File: src/rtl/seq_divider.sv
// seq_divider: unsigned restoring divider producing one quotient bit per RUN cycle.
// A zero divisor skips RUN and reports all-ones quotient with the dividend as remainder.
module seq_divider #(
    parameter int n = 4
) (
    input  logic         clk,
    input  logic         reset_n,
    input  logic         start,
    input  logic [n-1:0] dividend,
    input  logic [n-1:0] divisor,
    output logic [n-1:0] quotient,
    output logic [n-1:0] remainder,
    output logic         busy,
    output logic         done,
    output logic         div_by_zero
);
    localparam int CW = $clog2(n + 1);
    localparam logic [CW-1:0] N_STEPS = CW'(n);

    typedef enum logic [1:0] {IDLE, RUN, DONE} state_t;

    state_t        state_q, state_d;
    logic [n:0]    prem_q, prem_d;
    logic [n-1:0]  qreg_q, qreg_d;
    logic [n-1:0]  dvs_q, dvs_d;
    logic [n-1:0]  quot_q, quot_d;
    logic [n-1:0]  rem_q, rem_d;
    logic          dbz_q, dbz_d;
    logic [CW-1:0] cnt_q, cnt_d;
    logic [n:0]    sh;
    logic [n+1:0]  sum;
    logic          no_borrow;
    logic          unused_prem_msb;

    // Top bit of the partial remainder is always 0 after a restoring step.
    assign unused_prem_msb = prem_q[n];

    // Trial subtraction as add with inverted divisor and carry-in 1; carry-out means no borrow.
    assign sh        = {prem_q[n-1:0], qreg_q[n-1]};
    assign sum       = {1'b0, sh} + {1'b0, ~{1'b0, dvs_q}} + (n + 2)'(1);
    assign no_borrow = sum[n+1];

    always_comb begin
        state_d = state_q;
        prem_d  = prem_q;
        qreg_d  = qreg_q;
        dvs_d   = dvs_q;
        quot_d  = quot_q;
        rem_d   = rem_q;
        dbz_d   = dbz_q;
        cnt_d   = cnt_q;
        case (state_q)
            IDLE: if (start) begin
                dvs_d   = divisor;
                prem_d  = '0;
                qreg_d  = dividend;
                cnt_d   = N_STEPS;
                state_d = (divisor == '0) ? DONE : RUN;
                dbz_d   = (divisor == '0);
                quot_d  = (divisor == '0) ? '1 : quot_q;
                rem_d   = (divisor == '0) ? dividend : rem_q;
            end
            RUN: begin
                prem_d = no_borrow ? sum[n:0] : sh;
                qreg_d = {qreg_q[n-2:0], no_borrow};
                cnt_d  = cnt_q - CW'(1);
                if (cnt_q == CW'(1)) begin
                    state_d = DONE;
                    quot_d  = {qreg_q[n-2:0], no_borrow};
                    rem_d   = no_borrow ? sum[n-1:0] : sh[n-1:0];
                end
            end
            DONE:    state_d = IDLE;
            default: state_d = IDLE;
        endcase
    end

    always_ff @(posedge clk or negedge reset_n) begin
        if (!reset_n) begin
            state_q <= IDLE;
            prem_q  <= '0;
            qreg_q  <= '0;
            dvs_q   <= '0;
            quot_q  <= '0;
            rem_q   <= '0;
            dbz_q   <= 1'b0;
            cnt_q   <= '0;
        end else begin
            state_q <= state_d;
            prem_q  <= prem_d;
            qreg_q  <= qreg_d;
            dvs_q   <= dvs_d;
            quot_q  <= quot_d;
            rem_q   <= rem_d;
            dbz_q   <= dbz_d;
            cnt_q   <= cnt_d;
        end
    end

    assign quotient    = quot_q;
    assign remainder   = rem_q;
    assign div_by_zero = dbz_q;
    assign busy        = (state_q != IDLE);
    assign done        = (state_q == DONE);
endmodule
File: config.mk
export PLATFORM = sky130hd
export DESIGN_NAME = seq_divider
export DESIGN_NICKNAME = d
export VERILOG_FILES = /design/src/rtl/seq_divider.sv
export SDC_FILE = /design/constraint.sdc
export NUM_CORES = 1
export LEC_CHECK = 0
export BUFFER_PORTS_ARGS = -buffer_cell sky130_fd_sc_hd__buf_2
export CAP_MARGIN = 20
export CELL_PAD_IN_SITES_DETAIL_PLACEMENT = 1
export CELL_PAD_IN_SITES_GLOBAL_PLACEMENT = 1
export CORE_MARGIN = 3
export CORE_UTILIZATION = 35
export CTS_BUF_LIST = sky130_fd_sc_hd__clkbuf_8
export DETAILED_ROUTE_END_ITERATION = 6
export PLACE_DENSITY = 0.72
export SYNTH_ARGS = -nofsm -noshare
export SYNTH_HDL_FRONTEND = slang
export SYNTH_SLANG_ARGS = --single-unit
File: constraint.sdc
create_clock -name clk -period 4.5 [get_ports clk]
set_clock_uncertainty 0.2 [all_clocks]
set_input_delay 0.225 -clock clk [delete_from_list [all_inputs] [get_ports clk]]
set_output_delay 0.225 -clock clk [all_outputs]
set_load 0.02 [all_outputs]
==> impl_metrics.csv <==
group,metric,value,unit
global_route,grtUsageTotal,15.02,%
floorplan,std_cell_rows,21,
yosys,synth_compound_area_share,14.62,%
timing,setup_viol,0,
floorplan,pin_count,22,
clock_network,cts-resized-gates,0,
clock_network,clk_path_buf_depth,2,
cells_and_area,fin_cells,207,
worst_setup_path,slowest_stage,"dfrtp_1",
global_route,grt_max_degree,27,
worst_setup_path,slowest_delay,0.44,ns
route,vias,1031,
yosys,synth_fa_ha_area_share,7.031,%
yosys,yosysTopAreaCellShare,48.10,%
global_route,grt_antenna_before_repair,0,
route,routed_via_density,4.981,
clock_network,ctsHtreeMaxLevel,1,
worst_setup_path,critical_path.max_fanout,7,
timing,fin_crit,2.310,ns
cells_and_area,fin_nets,181,
global_route,overflow,0,
yosys,syn_area,1353,um2
floorplan,chipWidth,68.17,um
power_and_ir_drop,power.total,1.182,mW
worst_setup_path,critPathArrivalTime,2.30,ns
run_status,status,"finished clean",
worst_setup_path,crit_chain,"ha_1 > nor2b_1 > o31a_1 > nor3_2 > mux2_2 > a31oi_1",
timing,hold_viol,0,
power_and_ir_drop,peakVddDrop,304.5,uV
flow_run,cap_viol_max_count,0,
cells_and_area,n_fill_cell,435,
yosys,synth_top_area_cell,"dfrtp_1",
power_and_ir_drop,leakagePower,0.7061,nW
route,drcViolationCount,0,
cells_and_area,syn_to_final_growth,15.08,%
clock_network,root_buffer,"clkbuf_8",
placement,io_buffers,21,
yosys,synth_area_per_cell,9.731,um2
clock_network,worstSkewPairLatency,0.26,ns
yosys,synth_xor_area_share,0.6475,%
clock_network,cts_buffers,3,
clock_network,clk_pin_slew_worst_paths,0.08,ns
timing,rsz0062_at_grt,"no",
route,routedWlPerCell,14.29,um
yosys,synthDistinctLibCells,36,
global_route,grt_first_pass_wirelength,5112,um
clock_network,clock-sinks,26,
clock_network,tritoncts,"done",
placement,dp_hpwl,2307,um
min_path,hold_class,"in -> reg",
timing,setup_tns,0,ns
timing,fmax,433.0,MHz
placement,dp_cells,201,
floorplan,die_area,4646,um2
cells_and_area,drive_gt1_share,22.36,%
yosys,yosys.area_share.simple,22.11,%
yosys,synth_top_family_by_area,"simple AND/OR/NAND/NOR gates",
timing,slew_viol_final,0,
worst_setup_path,path_class,"reg -> reg",
route,drtAntennaViolNets,0,
worst_setup_path,start_kind,"flip-flop",
floorplan,initial_core_util,38.42,%
yosys,yosys_warnings,0,
timing,fin_ws,2.190,ns
power_and_ir_drop,pwr_density_cell,759.7,nW/um2
placement,placed_area,1485,um2
route,first_pass_iters,4,
clock_network,hold_buffers,3,
yosys,synth_mux_area_share,2.498,%
route,drt_iter0_drc,59,
yosys,synth_area_leaders,"dfrtp_1, ha_1, nand2_1",
yosys,yosysSeqAreaShare,48.10,%
route,wl,2958,um
yosys,syn-instance-count,139,
placement,place_congestion,0.8087,
worst_setup_path,critPathRequiredTime,4.49,ns
yosys,synth_nets,157,
timing,period_share,51.32,%
timing,slew_headroom,49.81,%
placement,place_ws,2.170,ns
floorplan,core,3521,um2
clock_network,post-cts-setup-buffers,0,
timing,tightest_slew,0.7504,ns
global_route,grt_pass1_vias,1102,
yosys,ys_seq_elements,26,
cells_and_area,finalInstanceArea,1556,um2
cells_and_area,n_antenna_cell,0,
worst_setup_path,endpoint_kind,"flip-flop",
floorplan,die_y,68.17,um
-- where the power goes --
part	total, mW	switching, mW	internal (mW)
Sequential	0.427	0.0832	0.343
Clock	0.127	0.0670	0.0598
Combinational	0.629	0.375	0.254
-- flip-flops by register name, summed over array words and instances, names as in the netlist --
signal       count
dvs_q            4
quotient         4
cnt_q            3
qreg_q           4
div_by_zero      1
state_q          2
remainder        4
prem_q           4
-- path summary, 6_finish.rpt --
kind | end | slack, ns | start | cells after the start
max | remainder[1] | 2.19 | prem_q[0] | 6
min | dvs_q[1] | 0.008 | divisor[1] | 3
max reg2reg | remainder[1] | 2.19 | prem_q[0] | 6
min reg2reg | cnt_q[1] | 0.29 | cnt_q[1] | 2
max in group asynchronous | dvs_q[1] | 3.44 | reset_n | 2
min in group asynchronous | div_by_zero | 0.29 | reset_n | 2
-- critical path: cells and delay by family, from the launching register on --
family                     cells  cell delay, ns
and+or+nand+nor                2            0.47
DFF                            1            0.44
AOI/OAI and AO/OA              2            0.42
muxes                          1            0.40
adders and majority gates      1            0.32
-- layout by cell type (no fill, tap or decap), drive strengths merged, types with 3 or more instances in the layout --
cell | Yosys | final
nand2 | 19 | 19
clkbuf | 1 | 3
dlygate4sd3 | 0 | 3
a21oi | 7 | 7
mux2 | 3 | 3
buf | 4 | 21
a31oi | 3 | 3
inv | 10 | 10
nor2b | 7 | 7
nand3 | 4 | 4
dfrtp | 26 | 26
o21ai | 10 | 10
nor2 | 15 | 15
ha | 6 | 6
nor3 | 4 | 4
-- cell families after synthesis --
| family | after synthesis |
|---|---|
| simple gates | 58 |
| compound gates | 29 |
| flops | 26 |
| buf+inv | 15 |
| fa+ha+maj | 7 |
| mux | 3 |
| xor+xnor | 1 |
-- final cells by class --
cell class | instances | area [um2] | area share, %
inverter | 10 | 37.54 | 2.412
tap | 46 | 57.56 | 3.698
timing repair buffer | 24 | 135.1 | 8.682
sequential | 26 | 650.6 | 41.80
multi-input combinational | 98 | 634.4 | 40.76
clock buffer | 3 | 41.29 | 2.653
-- synthesized netlist by cell type --
cell type  instances
a211oi_1           1
a21oi_1            6
a21oi_2            1
a22oi_1            2
a31oi_1            2
a31oi_4            1
a41oi_1            2
buf_2              3
buf_6              1
clkbuf_1           1
dfrtp_1           26
fa_1               1
ha_1               6
inv_1             10
mux2_2             3
nand2_1           19
nand2b_1           1
nand2b_2           1
nand3_1            4
nor2_1            15
nor2b_1            6
nor2b_2            1
nor3_1             2
nor3_2             1
nor3_4             1
nor4_1             1
nor4b_1            1
o21a_1             2
o21ai_0           10
o21bai_2           1
o31a_1             1
or2_2              1
or3_1              2
or3b_1             1
or4_4              1
xnor2_1            1
-- stage by stage --
step / hold WS (ns) / util, %
finish: 0.008043 / 44.21
global route: 0.003355 / 44.21
CTS: 0.0002791 / 44.21
detailed placement: 0.06763 / 42.18
global placement: 0.06228 / 42.18
floorplan: -0.2706 / -
-- per-layer routing --
metal	wire length (um)	up-vias	global-route usage, %	share of wire (%)
met5	0	-	0	0
met1	1316	497	18.29	44
met2	1493	17	25.87	50
met4	23	0	4.218	0.78
met3	124	2	4.105	4.2
li1	-	515	-	-
No activity file was read; power rests on OpenSTA's default activity.
